<file path="config.mk">
export PLATFORM = sky130hd
export DESIGN_NAME = image_frame_driver_flat
export DESIGN_NICKNAME = d
export VERILOG_FILES = /design/src/rtl/image_frame_driver_pkg.sv /design/src/rtl/image_frame_driver_if.sv /design/src/rtl/image_frame_driver_counter.sv /design/src/rtl/image_frame_driver.sv /design/src/flat_wrapper.sv
export SDC_FILE = /design/constraint.sdc
export NUM_CORES = 1
export LEC_CHECK = 0
export CELL_PAD_IN_SITES_DETAIL_PLACEMENT = 1
export CELL_PAD_IN_SITES_GLOBAL_PLACEMENT = 1
export CORE_MARGIN = 4
export CORE_UTILIZATION = 31
export DETAILED_ROUTE_END_ITERATION = 8
export GPL_TIMING_DRIVEN = 0
export PLACE_DENSITY = 0.74
export SLEW_MARGIN = 20
export SYNTH_ARGS = -nofsm -noshare
export SYNTH_HDL_FRONTEND = slang
export SYNTH_SLANG_ARGS = --single-unit
</file>
<file path="constraint.sdc">
create_clock -name clk -period 2 [get_ports clk]
set_input_delay 0.3 -clock clk [delete_from_list [all_inputs] [get_ports clk]]
set_output_delay 0.3 -clock clk [all_outputs]
set_load 0.01 [all_outputs]
</file>
<file path="src/rtl/image_frame_driver_pkg.sv">
// Shared types and default frame geometry for the image frame driver and the
// per-pixel processing blocks it feeds.
package img_pkg;

  localparam int DEF_WIDTH  = 410;
  localparam int DEF_HEIGHT = 361;

  typedef logic [7:0] pixel_t;

  typedef enum logic [2:0] {
    IDLE  = 3'd0,
    LOAD  = 3'd1,
    GAP   = 3'd2,
    PROC  = 3'd3,
    DRAIN = 3'd4,
    DONE  = 3'd5
  } state_e;

endpackage

</file>
<file path="src/rtl/image_frame_driver_if.sv">
// Bus between the frame driver and its source ROM, processing block and result RAM.
// master = driver side, slave = memory/processing side.
interface image_frame_driver_if #(
  parameter int AW = 18
);
  import img_pkg::*;

  logic [AW-1:0] src_addr;
  pixel_t        src_data;
  pixel_t        dut_pixel;
  logic          dut_enable;
  logic          dut_enable_proc;
  logic          dut_do_bright;
  pixel_t        dut_bright;
  pixel_t        dut_pixel_in;
  logic          dut_finish;
  logic [AW-1:0] res_addr;
  pixel_t        res_data;
  logic          res_we;

  modport master (
    output src_addr, dut_pixel, dut_enable, dut_enable_proc, dut_do_bright,
           dut_bright, res_addr, res_data, res_we,
    input  src_data, dut_pixel_in, dut_finish
  );

  modport slave (
    input  src_addr, dut_pixel, dut_enable, dut_enable_proc, dut_do_bright,
           dut_bright, res_addr, res_data, res_we,
    output src_data, dut_pixel_in, dut_finish
  );

endinterface

</file>
<file path="src/rtl/image_frame_driver_counter.sv">
// AW-bit pixel counter that wraps to 0 after TOTAL-1; last_o flags the final pixel.
module frame_counter
  import img_pkg::*;
#(
  parameter int AW    = 18,
  parameter int TOTAL = DEF_WIDTH * DEF_HEIGHT
) (
  input  logic          clk,
  input  logic          rst_n,
  input  logic          clr_i,
  input  logic          inc_i,
  output logic [AW-1:0] cnt_o,
  output logic          last_o
);

  localparam logic [AW-1:0] LAST = AW'(TOTAL - 1);

  logic [AW-1:0] cnt_q;
  logic [AW-1:0] cnt_d;

  // Clear wins over increment.
  always_comb begin
    cnt_d = cnt_q;
    if (clr_i) begin
      cnt_d = '0;
    end else if (inc_i) begin
      if (cnt_q == LAST) begin
        cnt_d = '0;
      end else begin
        cnt_d = cnt_q + AW'(1);
      end
    end else begin
      cnt_d = cnt_q;
    end
  end

  // Count register.
  always_ff @(posedge clk or negedge rst_n) begin
    if (!rst_n) begin
      cnt_q <= '0;
    end else begin
      cnt_q <= cnt_d;
    end
  end

  assign cnt_o  = cnt_q;
  assign last_o = (cnt_q == LAST);

endmodule

</file>
<file path="src/rtl/image_frame_driver.sv">
// Frame master: loads a raster frame from ROM into a pixel block, runs its process
// phase and writes results to RAM. FRAME_CHECKSUM_EN adds a 32-bit pixel-sum output.
module image_frame_driver
  import img_pkg::*;
#(
  parameter int WIDTH  = DEF_WIDTH,
  parameter int HEIGHT = DEF_HEIGHT,
  parameter int AW     = 18
) (
  input  logic                 clk,
  input  logic                 rst_n,
  image_frame_driver_if.master bus,
  input  logic                 start,
  input  logic                 mode_in,
  input  pixel_t               level_in,
  output logic                 busy,
  output logic                 done,
  output logic                 err
`ifdef FRAME_CHECKSUM_EN
  ,
  output logic [31:0]          checksum
`endif
);

  localparam int TOTAL = WIDTH * HEIGHT;

  state_e        state_q, state_d;
  logic [AW-1:0] ld_cnt, cap_cnt;
  logic          ld_last, cap_last;
  logic          accept, ld_inc;

  logic   wrapped_q, wrapped_d;
  logic   en_q, en_d;
  logic   proc_q, proc_d;
  logic   we_q, we_d;
  logic   busy_q, busy_d;
  logic   done_q, done_d;
  logic   err_q, err_d;
  logic   mode_q, mode_d;
  pixel_t level_q, level_d;

  assign accept = (state_q == IDLE) && start;
  // One counter walks ROM addresses in LOAD, then times the proc strobes in PROC.
  assign ld_inc = ((state_q == LOAD) && !wrapped_q) || (state_q == PROC);

  frame_counter #(.AW(AW), .TOTAL(TOTAL)) u_ld_cnt (
    .clk(clk), .rst_n(rst_n), .clr_i(accept), .inc_i(ld_inc),
    .cnt_o(ld_cnt), .last_o(ld_last)
  );

  frame_counter #(.AW(AW), .TOTAL(TOTAL)) u_cap_cnt (
    .clk(clk), .rst_n(rst_n), .clr_i(accept), .inc_i(we_q),
    .cnt_o(cap_cnt), .last_o(cap_last)
  );

  // State register.
  always_ff @(posedge clk or negedge rst_n) begin
    if (!rst_n) begin
      state_q <= IDLE;
    end else begin
      state_q <= state_d;
    end
  end

  // Next-state logic.
  always_comb begin
    state_d = state_q;
    case (state_q)
      IDLE:    state_d = start     ? LOAD  : IDLE;
      LOAD:    state_d = wrapped_q ? GAP   : LOAD;
      GAP:     state_d = PROC;
      PROC:    state_d = ld_last   ? DRAIN : PROC;
      DRAIN:   state_d = DONE;
      DONE:    state_d = IDLE;
      default: state_d = IDLE;
    endcase
  end

  // Output/next-value logic; outputs are registered, so they follow state_d.
  always_comb begin
    en_d      = (state_q == LOAD) && !wrapped_q;
    proc_d    = (state_d == PROC);
    we_d      = proc_q;
    busy_d    = (state_d != IDLE);
    done_d    = (state_d == DONE);
    mode_d    = mode_q;
    level_d   = level_q;
    err_d     = err_q;
    wrapped_d = wrapped_q;
    if (accept) begin
      mode_d    = mode_in;
      level_d   = level_in;
      err_d     = 1'b0;
      wrapped_d = 1'b0;
    end else begin
      // Finish must be high exactly on the last capture.
      if (we_q && (bus.dut_finish != cap_last)) begin
        err_d = 1'b1;
      end else begin
        err_d = err_q;
      end
      if ((state_q == LOAD) && ld_inc && ld_last) begin
        wrapped_d = 1'b1;
      end else begin
        wrapped_d = wrapped_q;
      end
    end
  end

  // Output and control registers.
  always_ff @(posedge clk or negedge rst_n) begin
    if (!rst_n) begin
      wrapped_q <= 1'b0;
      en_q      <= 1'b0;
      proc_q    <= 1'b0;
      we_q      <= 1'b0;
      busy_q    <= 1'b0;
      done_q    <= 1'b0;
      err_q     <= 1'b0;
      mode_q    <= 1'b0;
      level_q   <= 8'd0;
    end else begin
      wrapped_q <= wrapped_d;
      en_q      <= en_d;
      proc_q    <= proc_d;
      we_q      <= we_d;
      busy_q    <= busy_d;
      done_q    <= done_d;
      err_q     <= err_d;
      mode_q    <= mode_d;
      level_q   <= level_d;
    end
  end

`ifdef FRAME_CHECKSUM_EN
  logic [31:0] sum_q, sum_d;

  // Running sum of captured pixels.
  always_comb begin
    if (accept) begin
      sum_d = 32'd0;
    end else if (we_q) begin
      sum_d = sum_q + 32'(bus.dut_pixel_in);
    end else begin
      sum_d = sum_q;
    end
  end

  // Checksum register.
  always_ff @(posedge clk or negedge rst_n) begin
    if (!rst_n) begin
      sum_q <= 32'd0;
    end else begin
      sum_q <= sum_d;
    end
  end

  assign checksum = sum_q;
`endif

  // ROM data and returned pixels pass straight through, gated by their strobes.
  assign bus.src_addr        = ld_cnt;
  assign bus.dut_pixel       = en_q ? bus.src_data : 8'd0;
  assign bus.dut_enable      = en_q;
  assign bus.dut_enable_proc = proc_q;
  assign bus.dut_do_bright   = mode_q;
  assign bus.dut_bright      = level_q;
  assign bus.res_addr        = cap_cnt;
  assign bus.res_data        = we_q ? bus.dut_pixel_in : 8'd0;
  assign bus.res_we          = we_q;
  assign busy                = busy_q;
  assign done                = done_q;
  assign err                 = err_q;

endmodule

</file>
<file path="src/flat_wrapper.sv">
// flat-port wrapper written by rule: the top's interface ports become plain ports
module image_frame_driver_flat import img_pkg::*;
#(
  parameter int WIDTH  = DEF_WIDTH,
  parameter int HEIGHT = DEF_HEIGHT,
  parameter int AW     = 18
)
  (clk, rst_n, start, mode_in, level_in, busy, done, err, bus_src_addr, bus_dut_pixel, bus_dut_enable, bus_dut_enable_proc, bus_dut_do_bright, bus_dut_bright, bus_res_addr, bus_res_data, bus_res_we, bus_src_data, bus_dut_pixel_in, bus_dut_finish);
  image_frame_driver_if #(.AW(AW)) bus_i ();
  input  logic clk;
  input  logic rst_n;
  input  logic start;
  input  logic mode_in;
  input  pixel_t level_in;
  output logic busy;
  output logic done;
  output logic err;
  output wire logic [$bits(bus_i.src_addr)-1:0] bus_src_addr;
  output wire logic [$bits(bus_i.dut_pixel)-1:0] bus_dut_pixel;
  output wire logic [$bits(bus_i.dut_enable)-1:0] bus_dut_enable;
  output wire logic [$bits(bus_i.dut_enable_proc)-1:0] bus_dut_enable_proc;
  output wire logic [$bits(bus_i.dut_do_bright)-1:0] bus_dut_do_bright;
  output wire logic [$bits(bus_i.dut_bright)-1:0] bus_dut_bright;
  output wire logic [$bits(bus_i.res_addr)-1:0] bus_res_addr;
  output wire logic [$bits(bus_i.res_data)-1:0] bus_res_data;
  output wire logic [$bits(bus_i.res_we)-1:0] bus_res_we;
  input wire logic [$bits(bus_i.src_data)-1:0] bus_src_data;
  input wire logic [$bits(bus_i.dut_pixel_in)-1:0] bus_dut_pixel_in;
  input wire logic [$bits(bus_i.dut_finish)-1:0] bus_dut_finish;
  assign bus_src_addr = bus_i.src_addr;
  assign bus_dut_pixel = bus_i.dut_pixel;
  assign bus_dut_enable = bus_i.dut_enable;
  assign bus_dut_enable_proc = bus_i.dut_enable_proc;
  assign bus_dut_do_bright = bus_i.dut_do_bright;
  assign bus_dut_bright = bus_i.dut_bright;
  assign bus_res_addr = bus_i.res_addr;
  assign bus_res_data = bus_i.res_data;
  assign bus_res_we = bus_i.res_we;
  assign bus_i.src_data = bus_src_data;
  assign bus_i.dut_pixel_in = bus_dut_pixel_in;
  assign bus_i.dut_finish = bus_dut_finish;
  image_frame_driver #(.WIDTH(WIDTH), .HEIGHT(HEIGHT), .AW(AW)) u_core (.clk(clk), .rst_n(rst_n), .bus(bus_i), .start(start), .mode_in(mode_in), .level_in(level_in), .busy(busy), .done(done), .err(err));
endmodule
</file>
# Yosys cells after proc, flatten, opt, wreduce, memory -nomap -nowiden
# Cells that the tools add are included.
[totals] wordCells=52 output_inout_bits=67 in_bits=29 regBits=55
[op_classes] n_addsub=2 muxes=16 reduce_logical=13 n_eq_ne=9
[op_table] op="$mux W18" count=6
[op_table] op="$add A18 B1 Y18 const B" count=2
[op_table] op="$eq A18 B18 Y1 const B" count=2
[op_table] op="$mux W8" count=2
[op_table] op="$pmux W3 S5" count=1
[op_table] op="$eq A3 B2 Y1 const B" count=3
[op_table] op="$reduce_bool A2 Y1" count=4
[op_table] op="$eq A3 B3 Y1 const B" count=2
[op_table] op="$logic_and A1 B1 Y1" count=5
[op_table] op="$mux W1" count=5
[op_table] op="$eq A3 B1 Y1 const B" count=1
[op_table] op="$logic_not A3 Y1" count=1
[op_table] op="$mux W3" count=1
[op_table] op="$reduce_bool A3 Y1" count=1
[op_table] op="$mux W2" count=1
[op_table] op="$logic_not A1 Y1" count=1
[op_table] op="$logic_or A1 B1 Y1" count=1
[op_table] op="$ne A1 B1 Y1" count=1

# Logic depth before layout (Yosys ltp)
[depth] ltp_word=7 ltp_mapped=8 depth_no_buf=7

# Modules after synthesis
# From an unflattened synthesis, not the netlist that was laid out.
[hier_totals] hier_cells=304 area_unflattened_um2=3012.9
[modules_own_cells] module="frame_counter" cells_per_inst=115 instances=2 seq_area_each_um2=450.4 area_per_inst_um2=1044.8
[modules_own_cells] module="image_frame_driver" cells_per_inst=74 instances=1 seq_area_each_um2=475.5 area_per_inst_um2=923.4

# Worst setup path after synthesis
# No wires, ideal clock.
[synth_timing] kind="reg-to-reg" startpoint="register u_core.u_ld_cnt.cnt_q[1], in the netlist u_core.u_ld_cnt.cnt_o[1]" endpoint="register u_core.u_ld_cnt.cnt_q[10], in the netlist u_core.u_ld_cnt.cnt_o[10]" setup_time_ns=0.122 t_arrival_ns=1.879 setup_slack_ns=-0.001 required_time_ns=1.878 period_less_slack_ns=2.001 stages_incl_launch_ff=9 path_buffers=1 cell_sequence="dfrtp_1 inv_1 ha_1 nand4b_1 or3_1 nor4_2 a21o_1 buf_2 nor2_1"
[synth_via] elab_chain_cells=4
[synth_lines] item="start, declared" line_no="image_frame_driver_counter.sv:18" rtl="logic [AW-1:0] cnt_q;"
[synth_lines] item="start signal, assigned" line_no="image_frame_driver_counter.sv:42" rtl="cnt_q <= cnt_d;"
[synth_lines] item="$add A18 B1 Y18 / $eq A18 B18 Y1 (equally long branches)" line_no="image_frame_driver_counter.sv:30, image_frame_driver_counter.sv:27"
[synth_lines] item="$mux W18 (*)" line_no="image_frame_driver_counter.sv:27" rtl="if (cnt_q == LAST) begin"
[synth_lines] item="$mux W18 (*)" line_no="image_frame_driver_counter.sv:26" rtl="end else if (inc_i) begin"
[synth_lines] item="$mux W18 (*)" line_no="image_frame_driver_counter.sv:24" rtl="if (clr_i) begin"
# Every way passes the cells marked *; elsewhere a longest branch is shown, timed or not. The select of a mux whose other input is x is not followed.
# A chain may end at the register's enable or synchronous reset.

# Worst setup path after layout
[layout_timing] startpoint="register u_core.state_q[1]" endpoint="register u_core.u_ld_cnt.cnt_q[9], in the netlist u_core.u_ld_cnt.cnt_o[9]"
[layout_via] elab_chain_cells=4
[layout_lines] item="start, declared" line_no="image_frame_driver.sv:27" rtl="state_e state_q, state_d;"
[layout_lines] item="start signal, assigned" line_no="image_frame_driver.sv:61" rtl="state_q <= state_d;"
[layout_lines] item="$eq A3 B1 Y1" line_no="image_frame_driver.sv:44" rtl="assign ld_inc = ((state_q == LOAD) && !wrapped_q) || (state_q == PROC);"
[layout_lines] item="$logic_and A1 B1 Y1" line_no="image_frame_driver.sv:44"
[layout_lines] item="$logic_or A1 B1 Y1" line_no="image_frame_driver.sv:44"
[layout_lines] item="$reduce_bool A2 Y1 (no source line)"
# Several ways; a longest one is shown, not always the timed one.

==> results.toml <==
[yosys]
yosysWarningCount = 0
synth-adder-area-share = 0.0172
number_of_flops_mapped_to_enable_cells_by_yosys = 0
synth_simple_gate_area_frac = 0.327
yosys-mux-area-fraction = 0.00688
synth_xor_area_frac = 0.0752
ys_async_sr_fraction = 1.00
post-synth-top-area-fraction = 0.473
sequential_area_share_after_synthesis = 0.473
postSynthRegisterBits = 55
syn-cell-area_um2 = 2910
synth_compound_gate_area_share = 0.0649
synth_area_leader_cell = "sky130_fd_sc_hd__dfrtp_1"
syn_inst = 317
mean_instance_size_in_the_synthesized_netlist_um2 = 9.18
synth_cell_types = 43
synthTopCellsByArea = "sky130_fd_sc_hd__dfrtp_1 47%, sky130_fd_sc_hd__nand2_1 6.6%, sky130_fd_sc_hd__xnor2_1 5.4%"
synth-main-ff-cell = "sky130_fd_sc_hd__dfrtp_1"
main_combinational_cell_family_by_area_after_synthesis = "simple AND/OR/NAND/NOR gates"
syn-num-nets = 350

[floorplan]
coreArea_um2 = 9200
num_rows = 35
fp.dieW_um = 105
dieArea_um2 = 11000
die_height_um = 105
ioPinCount = 96
initial_utilization = 0.317

[layout]
syn2layout_area_growth_pct = 53.8
filler_cell_count = 1063
num_antenna_cells = 0
layout.cells.non_filler = 547
fin_area_um2 = 4480
drive_above_1_share = 0.135
fin_nets = 468

[sta]
setup_violations = 0
tmin_final_ns = 1.93
setup_tns_ns = 0
worst_slack_ns = 0.0716
finClkSkew_ns = 0.0135
min_period_over_period = 0.964
fmax_ghz = 0.519
worst_pin_slew_ns = 0.815
timing.max_slew.rel_slack = 0.455
maxSlewViolCount = 0
rsz0062_at_grt = "yes"
hold_viol_final = 0

[worst_setup_path]
reg_to_reg_start = "u_core.state_q[1]"
worst-endpoint-arrival_ns = 2.14
crit_required_ns = 2.21
crit_path_category = "reg2reg"
critPathLaunch = "u_core.state_q[1]"
critPathCaptureType = "flip-flop"
start_kind = "flip-flop"
path_max_fanout = 7

[detailed_routing]
initialDrtViolationCount = 60
vias = 2816
count_of_tritonroute_iterations_in_the_first_routing_pass = 4
drt.antenna.violating_nets = 0
drc = 0
routed_wire_length_per_instance_um = 16.7
via_cell_ratio = 5.15
totalWireLength_um = 9130

[clock_network]
cts.sinks = 55
tritoncts_clock_tree = "built"
path_clk_slew_ns = 0.11
clock_buffer_count_from_cts = 5
clk_latency_ns = 0.32
clock-root-buffer = "sky130_fd_sc_hd__clkbuf_8"
max-clock-path-buffers = 2
htreeDepth = 2

[global_route]
grt_start_max_net_pins = 39
grt_first_pass_wirelength_um = 15100
first_global_vias = 2930
track_usage = 0.167
grt-ovfl-total = 0
antenna_found_initial = 0

[placement]
numPortBuffers = 95
postPlaceCellArea_um2 = 4030
dp_hpwl_um = 6360
pre_cts_slack_ns = -0.468
routabilityCongestion = 0.776
placed_cells_incl_taps = 524

[pwr]
cellLeakagePower_uw = 0.00184
post-layout-total-power_uw = 3120
power.density_cell_area_nw_per_um2 = 696
ir_drop_uv = 594

[run]
drv.max_cap_violation_count = 0

[outcome]
result_of_the_run = "finished, final reports clean"

[min_path]
timing.hold.worst.class = "in2async"
[layer usage]
layer / GRT usage / wire [um]
met1: 0.212 / 4110
met2: 0.286 / 4410
met4: 0.0328 / 74
met5: 0 / 0
met3: 0.0445 / 530
[cell usage in the layout, fill, tap and decap left out, drive strengths merged, types with 11 or more instances in the layout]
master          n
clkdlybuf4s50  94
dfrtp          55
nand2          51
nor2           38
buf            21
and2           18
xnor2          18
clkbuf         15
nand4          14
nand3          11
[registers in the layout, summed over array words and instances (netlist names)]
name / count
u_core.bus.dut_bright: 8
u_core.bus.dut_do_bright: 1
u_core.bus.dut_enable: 1
u_core.bus.dut_enable_proc: 1
u_core.bus.res_we: 1
u_core.busy: 1
u_core.done: 1
u_core.err: 1
u_core.state_q: 3
u_core.u_cap_cnt.cnt_o: 18
u_core.u_ld_cnt.cnt_o: 18
u_core.wrapped_q: 1
[metrics by stage]
stage          hold slack (ns)   util
2_1_floorplan          0.00441      -
3_3_place_gp             0.364  0.436
3_5_place_dp             0.196  0.438
4_1_cts                  0.389  0.473
5_1_grt                  0.407  0.487
6_report                 0.383  0.487
[cell usage after synthesis, types with 6 or more instances]
cell	instances
sky130_fd_sc_hd__dfrtp_1	55
sky130_fd_sc_hd__and2_1	18
sky130_fd_sc_hd__nor4_1	6
sky130_fd_sc_hd__a21oi_1	8
sky130_fd_sc_hd__nand3_1	11
sky130_fd_sc_hd__nand4_1	14
sky130_fd_sc_hd__xnor2_1	18
sky130_fd_sc_hd__xor2_1	7
sky130_fd_sc_hd__nand2b_1	6
sky130_fd_sc_hd__clkbuf_1	9
sky130_fd_sc_hd__inv_1	8
sky130_fd_sc_hd__nand2_1	51
sky130_fd_sc_hd__nor3_1	8
sky130_fd_sc_hd__or3_1	6
sky130_fd_sc_hd__nor2_1	37
[area by class of cell]
class	instances	area (um2)	share of cell area
buffer	9	63.8	0.0142
tap	111	139	0.0310
sequential	55	1380	0.308
inverter	9	33.8	0.00754
clock buffer	7	86.3	0.0193
clock inverter	1	8.76	0.00196
multi-input combinational	240	1610	0.359
timing repair buffer	115	1160	0.258
[where the power goes]
part | total, uW | internal, uW | leakage [uW] | switching [uW]
logic | 971 | 530 | 0.00110 | 441
clock network | 685 | 286 | 0.0000484 | 399
registers | 1460 | 1260 | 0.000695 | 208
[kinds of logic after synthesis]
logic type               count (synthesis)
buffers and inverters                   22
flip-flops                              55
XOR/XNOR                                25
multiplexers                             2
AO/OA/AOI/OAI                           28
adder cells (fa/ha/maj)                  4
AND/OR/NAND/NOR                        181
[critical path, cell delays in order, from the launching register on]
cell and delay, ns:
sky130_fd_sc_hd__dfrtp_1 0.39, sky130_fd_sc_hd__buf_6 0.13, sky130_fd_sc_hd__or4b_4 0.56, sky130_fd_sc_hd__o21a_4 0.21, sky130_fd_sc_hd__nor4_2 0.32, sky130_fd_sc_hd__xnor2_1 0.17
sky130_fd_sc_hd__nor2_1 0.06
[timing repair]
action / in CTS / in global routing
hold endpoints to repair: 17 / 0
setup endpoints to repair: 54 / 33
pin swaps: 7 / 11
cloned: 0 / 1
hold buffers: 1 / 0
resized for setup: 23 / 16
setup buffers: 11 / 6
[path summary, 6_finish.rpt]
kind,to,slack (ns),cells past startpoint
max,u_core.u_ld_cnt.cnt_o[9],0.07,6
max reg2reg,u_core.u_ld_cnt.cnt_o[9],0.07,6
max in group asynchronous,u_core.u_ld_cnt.cnt_o[0],1.10,3
min in group clk,u_core.bus.res_we,0.39,0
min reg2reg,u_core.bus.res_we,0.39,0
min,u_core.u_cap_cnt.cnt_o[7],0.38,2
Note: power is estimated with default switching activity, not from simulation.
